--- config.mk ---
export PLATFORM = sky130hd
export DESIGN_NAME = present_nibble_seq_flat
export DESIGN_NICKNAME = d
export VERILOG_FILES = /design/src/rtl/present_nibble_seq_pkg.sv /design/src/rtl/present_nibble_seq_if.sv /design/src/rtl/present_nibble_seq_shreg.sv /design/src/rtl/present_nibble_seq.sv /design/src/flat_wrapper.sv
export SDC_FILE = /design/constraint.sdc
export NUM_CORES = 1
export LEC_CHECK = 0
export CORE_MARGIN = 5
export CORE_UTILIZATION = 28
export DETAILED_ROUTE_END_ITERATION = 16
export PLACE_DENSITY = 0.55
export SKIP_LAST_GASP = 1
export SYNTH_ARGS = -nofsm -noshare
export SYNTH_HDL_FRONTEND = slang
export SYNTH_SLANG_ARGS = --single-unit
--- constraint.sdc ---
create_clock -name Clk_ik -period 15.55 [get_ports Clk_ik]
set_clock_uncertainty 0.1 [all_clocks]
set_input_delay 3.8875 -clock Clk_ik [delete_from_list [all_inputs] [get_ports Clk_ik]]
set_output_delay 3.8875 -clock Clk_ik [all_outputs]
set_load 0.005 [all_outputs]
--- src/rtl/present_nibble_seq_pkg.sv ---
// Shared definitions for the PRESENT nibble sequencer: state encoding,
// header bit positions, frame nibble counts and the default watchdog limit.
package present_seq_pkg;

    localparam int NIB_W           = 4;
    localparam int NIB_CNT_W       = 5;
    localparam int KEY_W           = 80;
    localparam int BLK_W           = 64;
    localparam int KEY_NIBBLES     = KEY_W / NIB_W;
    localparam int PT_NIBBLES      = BLK_W / NIB_W;
    localparam int DEFAULT_TIMEOUT = 1023;

    localparam int HDR_LOAD_KEY  = 0;
    localparam int HDR_CBC       = 1;
    localparam int HDR_CLR_CHAIN = 2;

    typedef enum logic [2:0] {
        ST_IDLE    = 3'd0,
        ST_KEY     = 3'd1,
        ST_PT      = 3'd2,
        ST_START   = 3'd3,
        ST_WAIT_LO = 3'd4,
        ST_WAIT_HI = 3'd5,
        ST_OUT     = 3'd6
    } seq_state_e;

    typedef struct packed {
        logic load_key;
        logic cbc;
        logic clr_chain;
    } hdr_t;

    // Bit 3 of the header is reserved and deliberately dropped here.
    function automatic hdr_t decode_hdr(input logic [NIB_W-1:0] nib);
        hdr_t h;
        h.load_key  = nib[HDR_LOAD_KEY];
        h.cbc       = nib[HDR_CBC];
        h.clr_chain = nib[HDR_CLR_CHAIN];
        return h;
    endfunction

    function automatic logic is_last_nib(input logic [NIB_CNT_W-1:0] cnt, input int total);
        return cnt == NIB_CNT_W'(total - 1);
    endfunction

endpackage

--- src/rtl/present_nibble_seq_if.sv ---
// Host nibble streams plus the parallel bus to the PRESENT engine.
// The sequencer uses the slave view; host/engine models use the master view.
interface present_nibble_seq_if;
    import present_seq_pkg::*;

    logic [NIB_W-1:0] InData_ib;
    logic             InValid_i;
    logic             InReady_o;
    logic [NIB_W-1:0] OutData_ob;
    logic             OutValid_o;
    logic             OutReady_i;
    logic [BLK_W-1:0] PlainText_ob;
    logic [KEY_W-1:0] Key_ob;
    logic [BLK_W-1:0] CipherText_ib;
    logic             Start_o;
    logic             EngReady_i;

    modport slave (
        input  InData_ib, InValid_i, OutReady_i, CipherText_ib, EngReady_i,
        output InReady_o, OutData_ob, OutValid_o, PlainText_ob, Key_ob, Start_o
    );

    modport master (
        output InData_ib, InValid_i, OutReady_i, CipherText_ib, EngReady_i,
        input  InReady_o, OutData_ob, OutValid_o, PlainText_ob, Key_ob, Start_o
    );

endinterface

--- src/rtl/present_nibble_seq_shreg.sv ---
// Nibble shift-in register: each accepted nibble enters at the top and moves
// down, so after WIDTH/4 shifts the first nibble sits in bits [3:0].
module present_nib_shreg
    import present_seq_pkg::*;
#(
    parameter int WIDTH = BLK_W
) (
    input  logic             clk,
    input  logic             rst,
    input  logic             shift_en,
    input  logic [NIB_W-1:0] nib_in,
    output logic [WIDTH-1:0] data_o
);
    localparam int NIBS = WIDTH / NIB_W;

    logic [WIDTH-1:0] data_q;
    logic [WIDTH-1:0] data_d;

    generate
        for (genvar gi = 0; gi < NIBS; gi++) begin : g_nib
            if (gi == NIBS - 1) begin : g_top
                assign data_d[NIB_W*gi +: NIB_W] = shift_en ? nib_in : data_q[NIB_W*gi +: NIB_W];
            end else begin : g_low
                assign data_d[NIB_W*gi +: NIB_W] = shift_en ? data_q[NIB_W*(gi+1) +: NIB_W]
                                                            : data_q[NIB_W*gi +: NIB_W];
            end
        end
    endgenerate

    always_ff @(posedge clk or posedge rst) begin
        if (rst) begin
            data_q <= '0;
        end else begin
            data_q <= data_d;
        end
    end

    assign data_o = data_q;

endmodule

--- src/rtl/present_nibble_seq.sv ---
// Frame sequencer for a PRESENT-80 engine: collects header/key/plaintext
// nibbles, runs one engine operation under a watchdog and streams the result.
module present_nibble_seq
    import present_seq_pkg::*;
#(
    parameter int TIMEOUT_CYCLES = DEFAULT_TIMEOUT
) (
    input  logic                  Clk_ik,
    input  logic                  Reset_ir,
    present_nibble_seq_if.slave   bus,
    input  logic                  ErrClear_i,
    output logic                  Busy_o,
    output logic                  Error_o
);
    localparam int              WD_W     = $clog2(TIMEOUT_CYCLES + 1);
    localparam logic [WD_W-1:0] WD_LIMIT = WD_W'(TIMEOUT_CYCLES);

    seq_state_e           state_q,  state_d;
    logic [NIB_CNT_W-1:0] cnt_q,    cnt_d;
    logic [WD_W-1:0]      wd_q,     wd_d;
    logic                 cbc_q,    cbc_d;
    logic                 start_q,  start_d;
    logic                 err_q,    err_d;
    logic [BLK_W-1:0]     chain_q,  chain_d;
    logic [BLK_W-1:0]     shadow_q, shadow_d;

    logic             in_ready;
    logic             out_valid;
    logic             in_fire;
    logic             out_fire;
    logic [KEY_W-1:0] key_w;
    logic [BLK_W-1:0] pt_w;
    hdr_t             hdr;

    assign in_ready  = (state_q == ST_IDLE) || (state_q == ST_KEY) || (state_q == ST_PT);
    assign out_valid = (state_q == ST_OUT);
    assign in_fire   = bus.InValid_i && in_ready;
    assign out_fire  = out_valid && bus.OutReady_i;
    assign hdr       = decode_hdr(bus.InData_ib);

    present_nib_shreg #(
        .WIDTH (KEY_W)
    ) u_key_shreg (
        .clk      (Clk_ik),
        .rst      (Reset_ir),
        .shift_en (in_fire && (state_q == ST_KEY)),
        .nib_in   (bus.InData_ib),
        .data_o   (key_w)
    );

    present_nib_shreg #(
        .WIDTH (BLK_W)
    ) u_pt_shreg (
        .clk      (Clk_ik),
        .rst      (Reset_ir),
        .shift_en (in_fire && (state_q == ST_PT)),
        .nib_in   (bus.InData_ib),
        .data_o   (pt_w)
    );

    always_comb begin
        state_d  = state_q;
        cnt_d    = cnt_q;
        wd_d     = wd_q;
        cbc_d    = cbc_q;
        start_d  = 1'b0;
        err_d    = err_q;
        chain_d  = chain_q;
        shadow_d = shadow_q;

        // Clear first so that a simultaneous timeout below overrides it.
        if (ErrClear_i) begin
            err_d = 1'b0;
        end

        case (state_q)
            ST_IDLE: begin
                if (in_fire) begin
                    cbc_d = hdr.cbc;
                    if (hdr.clr_chain) begin
                        chain_d = '0;
                    end
                    state_d = hdr.load_key ? ST_KEY : ST_PT;
                end
            end
            ST_KEY: begin
                if (in_fire) begin
                    cnt_d = cnt_q + 1'b1;
                    if (is_last_nib(cnt_q, KEY_NIBBLES)) begin
                        state_d = ST_PT;
                    end
                end
            end
            ST_PT: begin
                if (in_fire) begin
                    cnt_d = cnt_q + 1'b1;
                    if (is_last_nib(cnt_q, PT_NIBBLES)) begin
                        state_d = ST_START;
                    end
                end
            end
            ST_START, ST_WAIT_LO, ST_WAIT_HI: begin
                wd_d = wd_q + 1'b1;
                if (wd_q == WD_LIMIT) begin
                    err_d   = 1'b1;
                    state_d = ST_IDLE;
                end else if (state_q == ST_START) begin
                    if (bus.EngReady_i) begin
                        start_d = 1'b1;
                        state_d = ST_WAIT_LO;
                    end
                end else if (state_q == ST_WAIT_LO) begin
                    if (!bus.EngReady_i) begin
                        state_d = ST_WAIT_HI;
                    end
                end else if (bus.EngReady_i) begin
                    shadow_d = bus.CipherText_ib;
                    chain_d  = bus.CipherText_ib;
                    state_d  = ST_OUT;
                end
            end
            ST_OUT: begin
                if (out_fire) begin
                    cnt_d = cnt_q + 1'b1;
                    if (is_last_nib(cnt_q, PT_NIBBLES)) begin
                        state_d = ST_IDLE;
                    end
                end
            end
            default: begin
                state_d = ST_IDLE;
            end
        endcase

        // Every state starts counting nibbles from zero; the watchdog spans
        // START..WAIT_HI so it is only rearmed when START is entered.
        if (state_d != state_q) begin
            cnt_d = '0;
            if (state_d == ST_START) begin
                wd_d = '0;
            end
        end
    end

    always_ff @(posedge Clk_ik or posedge Reset_ir) begin
        if (Reset_ir) begin
            state_q  <= ST_IDLE;
            cnt_q    <= '0;
            wd_q     <= '0;
            cbc_q    <= 1'b0;
            start_q  <= 1'b0;
            err_q    <= 1'b0;
            chain_q  <= '0;
            shadow_q <= '0;
        end else begin
            state_q  <= state_d;
            cnt_q    <= cnt_d;
            wd_q     <= wd_d;
            cbc_q    <= cbc_d;
            start_q  <= start_d;
            err_q    <= err_d;
            chain_q  <= chain_d;
            shadow_q <= shadow_d;
        end
    end

    assign bus.InReady_o    = in_ready;
    assign bus.OutValid_o   = out_valid;
    assign bus.OutData_ob   = shadow_q[{cnt_q[3:0], 2'b00} +: NIB_W];
    assign bus.PlainText_ob = cbc_q ? (pt_w ^ chain_q) : pt_w;
    assign bus.Key_ob       = key_w;
    assign bus.Start_o      = start_q;
    assign Busy_o           = (state_q != ST_IDLE);
    assign Error_o          = err_q;

endmodule

--- src/flat_wrapper.sv ---
// flat-port wrapper written by rule: the top's interface ports become plain ports
module present_nibble_seq_flat import present_seq_pkg::*;
#(
    parameter int TIMEOUT_CYCLES = DEFAULT_TIMEOUT
)
  (Clk_ik, Reset_ir, ErrClear_i, Busy_o, Error_o, bus_InData_ib, bus_InValid_i, bus_OutReady_i, bus_CipherText_ib, bus_EngReady_i, bus_InReady_o, bus_OutData_ob, bus_OutValid_o, bus_PlainText_ob, bus_Key_ob, bus_Start_o);
  present_nibble_seq_if bus_i ();
  input  logic Clk_ik;
  input  logic Reset_ir;
  input  logic ErrClear_i;
  output logic Busy_o;
  output logic Error_o;
  input wire logic [$bits(bus_i.InData_ib)-1:0] bus_InData_ib;
  input wire logic [$bits(bus_i.InValid_i)-1:0] bus_InValid_i;
  input wire logic [$bits(bus_i.OutReady_i)-1:0] bus_OutReady_i;
  input wire logic [$bits(bus_i.CipherText_ib)-1:0] bus_CipherText_ib;
  input wire logic [$bits(bus_i.EngReady_i)-1:0] bus_EngReady_i;
  output wire logic [$bits(bus_i.InReady_o)-1:0] bus_InReady_o;
  output wire logic [$bits(bus_i.OutData_ob)-1:0] bus_OutData_ob;
  output wire logic [$bits(bus_i.OutValid_o)-1:0] bus_OutValid_o;
  output wire logic [$bits(bus_i.PlainText_ob)-1:0] bus_PlainText_ob;
  output wire logic [$bits(bus_i.Key_ob)-1:0] bus_Key_ob;
  output wire logic [$bits(bus_i.Start_o)-1:0] bus_Start_o;
  assign bus_i.InData_ib = bus_InData_ib;
  assign bus_i.InValid_i = bus_InValid_i;
  assign bus_i.OutReady_i = bus_OutReady_i;
  assign bus_i.CipherText_ib = bus_CipherText_ib;
  assign bus_i.EngReady_i = bus_EngReady_i;
  assign bus_InReady_o = bus_i.InReady_o;
  assign bus_OutData_ob = bus_i.OutData_ob;
  assign bus_OutValid_o = bus_i.OutValid_o;
  assign bus_PlainText_ob = bus_i.PlainText_ob;
  assign bus_Key_ob = bus_i.Key_ob;
  assign bus_Start_o = bus_i.Start_o;
  present_nibble_seq #(.TIMEOUT_CYCLES(TIMEOUT_CYCLES)) u_core (.Clk_ik(Clk_ik), .Reset_ir(Reset_ir), .bus(bus_i), .ErrClear_i(ErrClear_i), .Busy_o(Busy_o), .Error_o(Error_o));
endmodule
* After elaboration in Yosys (flattened, before gate mapping)
Index checks and enable logic that the tools add are counted.
Word-level totals: bits in registers 293, bits of input ports 74, output and inout bits 153, logic and storage cells 89
Cells by class: $add $sub $neg 2, equality and inequality tests 19, shifts and indexed selects 1, mux-type cells 37, bitwise logic cells 4, reductions and logical operators 16
Operators by type and width (number):
- $mux W64 | 7
- $pmux W64 S2 | 1
- $shiftx A64 B7 Y4 | 1
- $xor A64 B64 Y64 | 1
- $mux W3 | 13
- $mux W10 | 3
- $mux W5 | 3
- $pmux W3 S5 | 1
- $add A10 B1 Y10 const B | 1
- $eq A10 B10 Y1 const B | 1
- $ne A2 B2 Y1 const B | 5
- $pmux W5 S2 | 1
- $eq A3 B2 Y1 const B | 3
- $eq A3 B3 Y1 const B | 3
- $mux W1 | 7
- $reduce_and A7 Y1 | 1
- $reduce_bool A3 Y1 | 2
- $add A5 B1 Y5 const B | 1
- $eq A5 B4 Y1 const B | 1
- $eq A5 B5 Y1 const B | 1
- $reduce_and A5 Y1 | 1
- $logic_and A1 B1 Y1 | 4
- $eq A3 B1 Y1 const B | 1
- $logic_not A3 Y1 | 1
- other kinds (12) | 15

* Depth between registers and ports, before layout
Gate-level depths: netlist (run 1).
depth after elaboration 9, depth in mapped cells 8, depth with buffers taken out 8

* Cells and area by module
Synthesis (run 1) repeated with hierarchy kept, for this count alone.
Unflattened totals: cells, all modules 874, area total of the unflattened synthesis 13530.5 µm²
Modules (own cells, without submodules):
- present_nibble_seq | times used 1, cells an instance 568, area each 7469.7 µm²
- present_nib_shreg (u_core.u_key_shreg) | times used 1, cells an instance 170, area each 3378.2 µm²
- present_nib_shreg (u_core.u_pt_shreg) | times used 1, cells an instance 136, area each 2682.6 µm²

* Least setup slack after synthesis (run 1)
Ideal clock, no wire load.
path kind reg2out, start point register u_core.cnt_q[0], end point output port bus_OutData_ob[1], data arrival time 1.740 ns, data required time 11.563 ns, slack 9.822 ns, stages on the path, launching flop included 6, cells stage by stage dfrtp_1 > clkbuf_1 > buf_2 > mux4_2 > a22oi_1 > nand2_1
Between the ends: cells in the longest elaborated chain, start to end 1
Ends and longest elaborated chain:
- start, declared | RTL line present_nibble_seq.sv:19 | logic [NIB_CNT_W-1:0] cnt_q, cnt_d;
- start signal, assigned | RTL line present_nibble_seq.sv:157 | cnt_q <= cnt_d;
- $shiftx A64 B7 Y4 | RTL line present_nibble_seq.sv:169 | assign bus.OutData_ob = shadow_q[{cnt_q[3:0], 2'b00} +: NIB_W];
- end, declared | RTL line flat_wrapper.sv:19 | output wire logic [$bits(bus_i.OutData_ob)-1:0] bus_OutData_ob;
Every way passes these cells.

* Final worst setup path (run 1)
start point register u_core.cnt_q[0], end point output port bus_OutData_ob[0]
Same word-level chain as after synthesis.

==> summary.md, run 1 <==
| Metric | Value |
|---|---|
| Number of remaining DRC errors | `0` |
| Hold-fix buffers, CTS | `0` |
| Final antenna-violating net count | `0` |
| Skew-Pair Late Insertion Delay | `about 0.53 ns` |
| Int Pwr | `between 2 and 2.5 mW` |
| Max FO, Critical Path | `27` |
| CP max-delay cell | `dfrtp_2` |
| Sequential fraction of design power | `0.404` |
| First-pass GRT wire length | `53.6 mm` |
| Clk buf depth | `3` |
| Final setup violation count | `0` |
| Post CTS Setup Buffer Count | `0` |
| Final period demand of the worst path | `around 7 ns` |
| Core Box Area | `44300 µm²` |
| Post-Syn Area | `about 13000 µm²` |
| Worst Path Required | `11.56 ns` |
| DR iter-0 viols | `578` |
| Layout area overhead | `32.4%` |
| Initial Util | `0.283` |
| Top-count cell post-synth | `nand2_1` |
| Worst path arrival time | `about 3 ns` |
| Ys Warns | `0` |
| Worst VDD drop | `0.0000681 V` |
| Diode count | `0` |
| Vias per cell | `4.48` |
| Maxcap violations | `0` |
| Predominant post-synthesis flop cell | `dfrtp_1` |
| CTS tree | `built` |
| Mapped Nets | `1159` |
| Psw | `0.925 mW` |
| Fin nets | `roughly 1400` |
| Yosys top cell area share | `0.584` |
| Gr ovfl total | `0` |
| Clock transition at path regs | `about 0.060 ns` |
| Cell Pwr Density | `182 nW/µm²` |
| Post_cts resized | `0` |
| Initial antenna violation count | `0` |
| Synth top area cells | `dfrtp_1 (58%), mux2_1 (11%), nand2_1 (9.6%)` |
| Nature of the critical path endpoint | `primary output` |
| Final worst-path cycle share | `0.450` |
| Post-synthesis async set-or-reset flop share | `1.00` |
| Share of cells above drive strength 1 | `0.0739` |
| Post-synth top area cell | `dfrtp_1` |
| #FFs+latches synth | `~290` |
| Avg Synthesized Cell Area | `11.6 µm²` |
| Top cells by count, synth | `nand2_1 (321), dfrtp_1 (293), mux2_1 (120)` |
| Floorplan row count | `between 70 and 80` |
| Switching part of the total | `0.307` |
| Largest stage delay, worst path | `0.96 ns` |
| Final Power | `slightly above 3 mW` |
| Synth cell types | `44` |
| Slew Viols, Final | `0` |
| IO Count | `227` |
| Setup TNS | `0 ns` |
| Routed wire length | `about 34 mm` |
| Vias in the first global route | `between 8000 and 9000` |
| Htree depth | `2` |
| Die W | `222 µm` |
| Hold WC Path Type | `flop to flop` |
| Fin. Hold Viols | `0` |
| Port Buffers | `around 230` |
| Leak | `7.53 nW` |
| Combinational fraction of design power | `0.304` |
| Crit start category | `flop` |
| Number of flops mapped to enable cells by yosys | `0` |
| RSZ-0062 raised after global routing | `false` |
| Seq/Total Area, Yosys | `0.584` |
| Die height | `222 µm` |
| Status | `finished, final reports clean` |
| CTS Buf Count | `36` |
| Worst rel slew slack | `0.274` |
| Via count | `8530` |
| Fmax | `0.143 GHz` |
| Die area | `between 40000 and 50000 µm²` |
| Total track usage | `0.135` |
| 1st-pass router iterations | `4` |
| Worst Tran Pin Value | `about 1.1 ns` |
| GP Congestion | `0.757` |
| Crit path cell chain | `mux2_2 > o21ai_0 > a21oi_1 > a22oi_1 > nand2_1 > clkdlybuf4s50_1` |
| Drt wl/cell | `between 15 and 20 µm` |
| Crit path kind | `flop to primary output` |
| Clock sink count | `293` |
| Syn Inst Count | `1082` |
| Post-detail-place hpwl | `about 23 mm` |
| Clock network fraction of total power | `0.293` |
| Largest net degree at the start of global routing | `approximately 170` |
| CTS root buf | `clkbuf_16` |
## registers in the layout (all words and copies together) (netlist names), 3 cells and up
| name | count |
|---|---|
| u_core.u_key_shreg.data_o | 80 |
| u_core.chain_q | 64 |
| u_core.shadow_q | 64 |
| u_core.u_pt_shreg.data_o | 64 |
| u_core.wd_q | 10 |
| u_core.cnt_q | 5 |
| u_core.state_q | 3 |
## final cells by class
type	instances	area, µm²
Sequential cell	293	7330
Inverter	5	26.3
Clock inverter	16	231
Timing Repair Buffer	233	2330
Multi-Input combinational cell	717	4940
Fill cell	4338	27700
Tap cell	592	741
Clock buffer	48	1030
## power groups by stage
stage / Sequential [mW] / Clock (mW) / Combinational [mW]
finish: 1.22 / 0.884 / 0.917
global route: 1.26 / 0.948 / 1.01
CTS: 1.22 / 0.916 / 0.943
detailed placement: 1.23 / 0 / 0.935
global placement: 1.23 / 0 / 0.922
floorplan: 1.14 / 0 / 0.543
## cell families (layout without fill, tap and decap cells)
kind of cell | Yosys count | in the layout | synth area share
compound gates | 110 | 110 | 0.0687
xor+xnor | 75 | 75 | 0.0523
fa+ha+maj | 3 | 3 | 0.00299
buf+inv | 72 | 302 | 0.0259
flops | 293 | 293 | 0.584
mux | 156 | 156 | 0.146
simple gates | 373 | 373 | 0.120
## cells in the final DEF (no fill, tap or decap), types with 5 or more instances in the layout
cell type	count
nand2_1	321
clkbuf_8	6
xnor2_1	66
mux2_1	120
mux2i_1	15
mux4_2	8
clkbuf_1	5
buf_4	6
clkdlybuf4s50_1	226
clkinvlp_4	6
a21oi_1	11
xor2_1	9
a22o_1	65
nor3_1	6
mux2_2	13
clkbuf_16	37
dfrtp_1	291
nand4_1	6
o21ai_0	10
bufinv_16	5
nor2_1	10
## per-stage QoR
stage	util	setup slack [ns]	hold slack (ns)	std cells	cell area [µm²]
CTS	0.375	8.43	0.377	1904	16600
floorplan	-	3.47	0.352	1082	12600
global placement	0.347	8.23	0.362	1840	15400
detailed placement	0.347	8.18	0.363	1840	15400
finish	0.375	8.55	0.368	1904	16600
global route	0.375	8.31	0.393	1904	16600
## final timing paths
kind	to	depth (start not counted)	startpoint	slack [ns]
max	bus_OutData_ob[0]	6	u_core.cnt_q[0]	8.55
min	u_core.u_key_shreg.data_o[0]	2	u_core.u_key_shreg.data_o[0]	0.37
max reg2reg	u_core.shadow_q[38]	5	u_core.state_q[1]	12.00
min reg2reg	u_core.u_key_shreg.data_o[0]	2	u_core.u_key_shreg.data_o[0]	0.37
max in group asynchronous	u_core.u_pt_shreg.data_o[17]	3	Reset_ir	9.92
min in group asynchronous	u_core.u_key_shreg.data_o[40]	2	Reset_ir	3.85
## layer usage
metal  vias up  part of all wire  GRT usage
met5         -                 0          0
met4         0             0.018     0.0354
met1      4239              0.46      0.181
met2       178              0.48      0.221
met3        36             0.043     0.0320
li1       4077                 -          -
## critical path: cells and delay by family, from the launching register on
family                 cells  cell delay (ns)
DFF                        1             0.96
AOI/OAI and AO/OA          3             0.53
muxes                      1             0.42
buffers and inverters      1             0.49
and+or+nand+nor            1             0.07
Note: power is estimated with default switching activity, not from simulation.
==> run 2: changes to the inputs <==
PLACE_DENSITY = 0.57   (was 0.55)
clock period = 6.4 ns   (was 15.55 ns; I/O delays follow)
==> run 2 against run 1 <==
  * Worst setup slack lost 6.8 ns
  * Worst hold slack gained 0.0091 ns
  * First-iteration DRC count shrank 18%
  * Via count is essentially flat
  * Sequential share of layout area grew 0.086 points
  * Highest routed layer unchanged
==> summary.md, run 2 (synthesis results as in run 1) <==
| Metric | Value |
|---|---|
| Status | `finished, final reports clean (unchanged)` |
| Share of cells above drive strength 1 | `0.0753 (was 0.0739)` |
| Crit path kind | `flop to primary output (unchanged)` |
| Design Area, Final | `16600 µm² (about the same)` |
| Port Buffers | `226 (unchanged)` |
| Reg2Reg Depth | `5 (unchanged)` |
| Hold Path Origin | `u_core.u_key_shreg.data_o[0] (unchanged)` |
| Leak | `7.52 nW (was 7.53 nW)` |
| Post CTS Setup Buffer Count | `0 (unchanged)` |
| Routed wire length | `33.2 mm (was 33.6 mm)` |
| Setup ws final | `1.78 ns (was 8.55 ns)` |
| Worst VDD drop | `0.000317 V (was 0.0000681 V)` |
| DR iter-0 viols | `473 (was 578)` |
| Met3 Track Usage GR | `0.0265 (was 0.0320)` |
| Layout area overhead | `32.2% (was 32.4%)` |
| Int Pwr | `4.94 mW (was 2.09 mW)` |
| Die W | `222 µm (unchanged)` |
| Final setup violation count | `0 (unchanged)` |
| Fin. Hold Viols | `0 (unchanged)` |
| Nature of the critical path endpoint | `primary output (unchanged)` |
| Fmax | `0.216 GHz` |
| Pre-CTS setup slack | `1.73 ns (was 8.18 ns)` |
| Final antenna-violating net count | `0 (unchanged)` |
| Post_cts resized | `0 (unchanged)` |
| Switching part of the total | `0.313 (was 0.307)` |
| Gr ovfl total | `0 (unchanged)` |
| Drt wl/cell | `17.4 µm (was 17.7 µm)` |
| Total track usage | `0.134 (was 0.135)` |
| Vias per cell | `4.47 (was 4.48)` |
| Die height | `222 µm (unchanged)` |
| Most common cell after layout, fill and taps aside | `nand2_1 (unchanged)` |
| First-pass GRT wire length | `53.6 mm (about the same)` |
| Vias in the first global route | `9096 (was 8997)` |
| Hold depth | `2 (unchanged)` |
| Placed Area | `15400 µm² (about the same)` |
| Worst rel slew slack | `0.361 (was 0.274)` |
| Fin nets | `1365 (was 1363)` |
| Reg2reg setup slack | `3.23 ns (was 12.00 ns)` |
| GP Congestion | `0.754 (was 0.757)` |
| Combinational fraction of design power | `0.310 (was 0.304)` |
| Largest net degree at the start of global routing | `128 (was 168)` |
| Worst reg2reg startpoint | `u_core.state_q[2] (was u_core.state_q[1])` |
| Post-detail-place hpwl | `22.7 mm (about the same)` |
| Met2 usage | `0.216 (was 0.221)` |
| Maxcap violations | `0 (unchanged)` |
| Number of remaining DRC errors | `0 (unchanged)` |
| Busiest layer in global routing | `met2 (unchanged)` |
| Die area | `49200 µm² (unchanged)` |
| Hold WC Path Type | `flop to flop (unchanged)` |
| IO Count | `227 (unchanged)` |
| Worst path arrival time | `2.92 ns (was 3.01 ns)` |
| RSZ-0062 raised after global routing | `false (unchanged)` |
| Slew Viols, Final | `0 (unchanged)` |
| Htree depth | `2 (unchanged)` |
| CTS root buf | `clkbuf_16 (unchanged)` |
| Worst Path Required | `4.70 ns (was 11.56 ns)` |
| Max FO, Critical Path | `27 (unchanged)` |
| Floorplan row count | `77 (unchanged)` |
| Clock sink count | `293 (unchanged)` |
| WHS | `0.378 ns (was 0.368 ns)` |
| Initial antenna violation count | `2 (was 0)` |
| CTS Buf Count | `36 (unchanged)` |
| Skew-Pair Late Insertion Delay | `0.54 ns (was 0.53 ns)` |
| Sequential fraction of design power | `0.413 (was 0.404)` |
| Setup TNS | `0 ns (unchanged)` |
| Core Box Area | `44300 µm² (unchanged)` |
| Met1 Track Usage GR | `0.180 (was 0.181)` |
| Hold-fix buffers, CTS | `0 (unchanged)` |
| Fin util | `0.374 (was 0.375)` |
| Clock network fraction of total power | `0.278 (was 0.293)` |
| Clock transition at path regs | `0.06 ns (about the same)` |
| Cell Pwr Density | `434 nW/µm² (was 182 nW/µm²)` |
| 1st-pass router iterations | `4 (unchanged)` |
| Final worst-path cycle share | `0.722` |
| Most frequent cells in the layout | `nand2_1 (321), dfrtp_1 (291), clkdlybuf4s50_1 (226) (unchanged)` |
| Endpoint, Worst Hold | `u_core.u_key_shreg.data_o[0] (unchanged)` |
| CTS tree | `built (unchanged)` |
| Worst Tran Pin Value | `0.959 ns (was 1.09 ns)` |
| Max reg flops | `80 (unchanged)` |
| Initial Util | `0.283 (unchanged)` |
| Clk buf depth | `3 (unchanged)` |
| Reg-to-Reg End | `u_core.shadow_q[1] (was u_core.shadow_q[38])` |
| Via count | `8531 (was 8530)` |
| Crit start category | `flop (unchanged)` |
| Psw | `2.26 mW (was 0.925 mW)` |
| Final period demand of the worst path | `4.62 ns` |
run 2: cell count changes in the layout (fill, tap and decap cells not counted):
cell        previous run  this run
buf_12                 1         3
clkinv_2               2         6
clkbuf_8               6         5
clkbuf_16             37        36
bufinv_16              5         2
diode_2                0         2
inv_8                  1         0
clkinv_4               0         3
clkinv_8               0         3
clkinvlp_4             6         4
inv_6                  3         1
run 2: how the worst max path moves through the flow:
stage | startpoint | end | cells after the start
after global routing | u_core.cnt_q[0] | bus_OutData_ob[2] | 5
after detailed placement | bus_InValid_i | u_core.shadow_q[10] | 7
after CTS | u_core.cnt_q[0] | bus_OutData_ob[1] | 5
final | u_core.cnt_q[0] | bus_OutData_ob[2] | 6
after global placement | bus_InValid_i | u_core.shadow_q[13] | 7
after floorplan | Reset_ir | u_core.Error_o | 1
run 2: critical path, stage by stage, from the launching register on:
cell and delay [ns]:
dfrtp_2 0.94, mux2_2 0.42, o21ai_0 0.16, a21oi_1 0.09
a22oi_1 0.20, nand2_1 0.07, clkdlybuf4s50_1 0.49
run 2: metal layers:
metal,wire [µm],vias up
met5,0,-
met4,815,0
met3,1410,48
met2,15800,155
met1,15200,4221
li1,-,4107
run 2: final cells by class:
class                           count  area (µm²)
Fill cell                        4361       27700
Sequential cell                   293        7330
Multi-Input combinational cell    717        4940
Timing Repair Buffer              235        2370
Clock buffer                       46         988
Tap cell                          592         741
Clock inverter                     18         196
Inverter                            5        22.5
Antenna cell                        2        5.00
run 2: power by group through the flow:
| stage | registers [mW] | logic, mW | clock network, mW |
|---|---|---|---|
| final | 2.97 | 2.23 | 2.00 |
| after global routing | 3.06 | 2.45 | 2.15 |
| after CTS | 2.98 | 2.29 | 2.08 |
| after detailed placement | 3.00 | 2.27 | 0 |
| after global placement | 2.99 | 2.25 | 0 |
| after floorplan | 2.77 | 1.32 | 0 |
run 2: metrics by stage:
step                std cells  power (mW)
floorplan                1082        4.09
CTS                      1906        7.35
global route             1908        7.67
finish                   1908        7.20
detailed placement       1842        5.28
global placement         1842        5.23
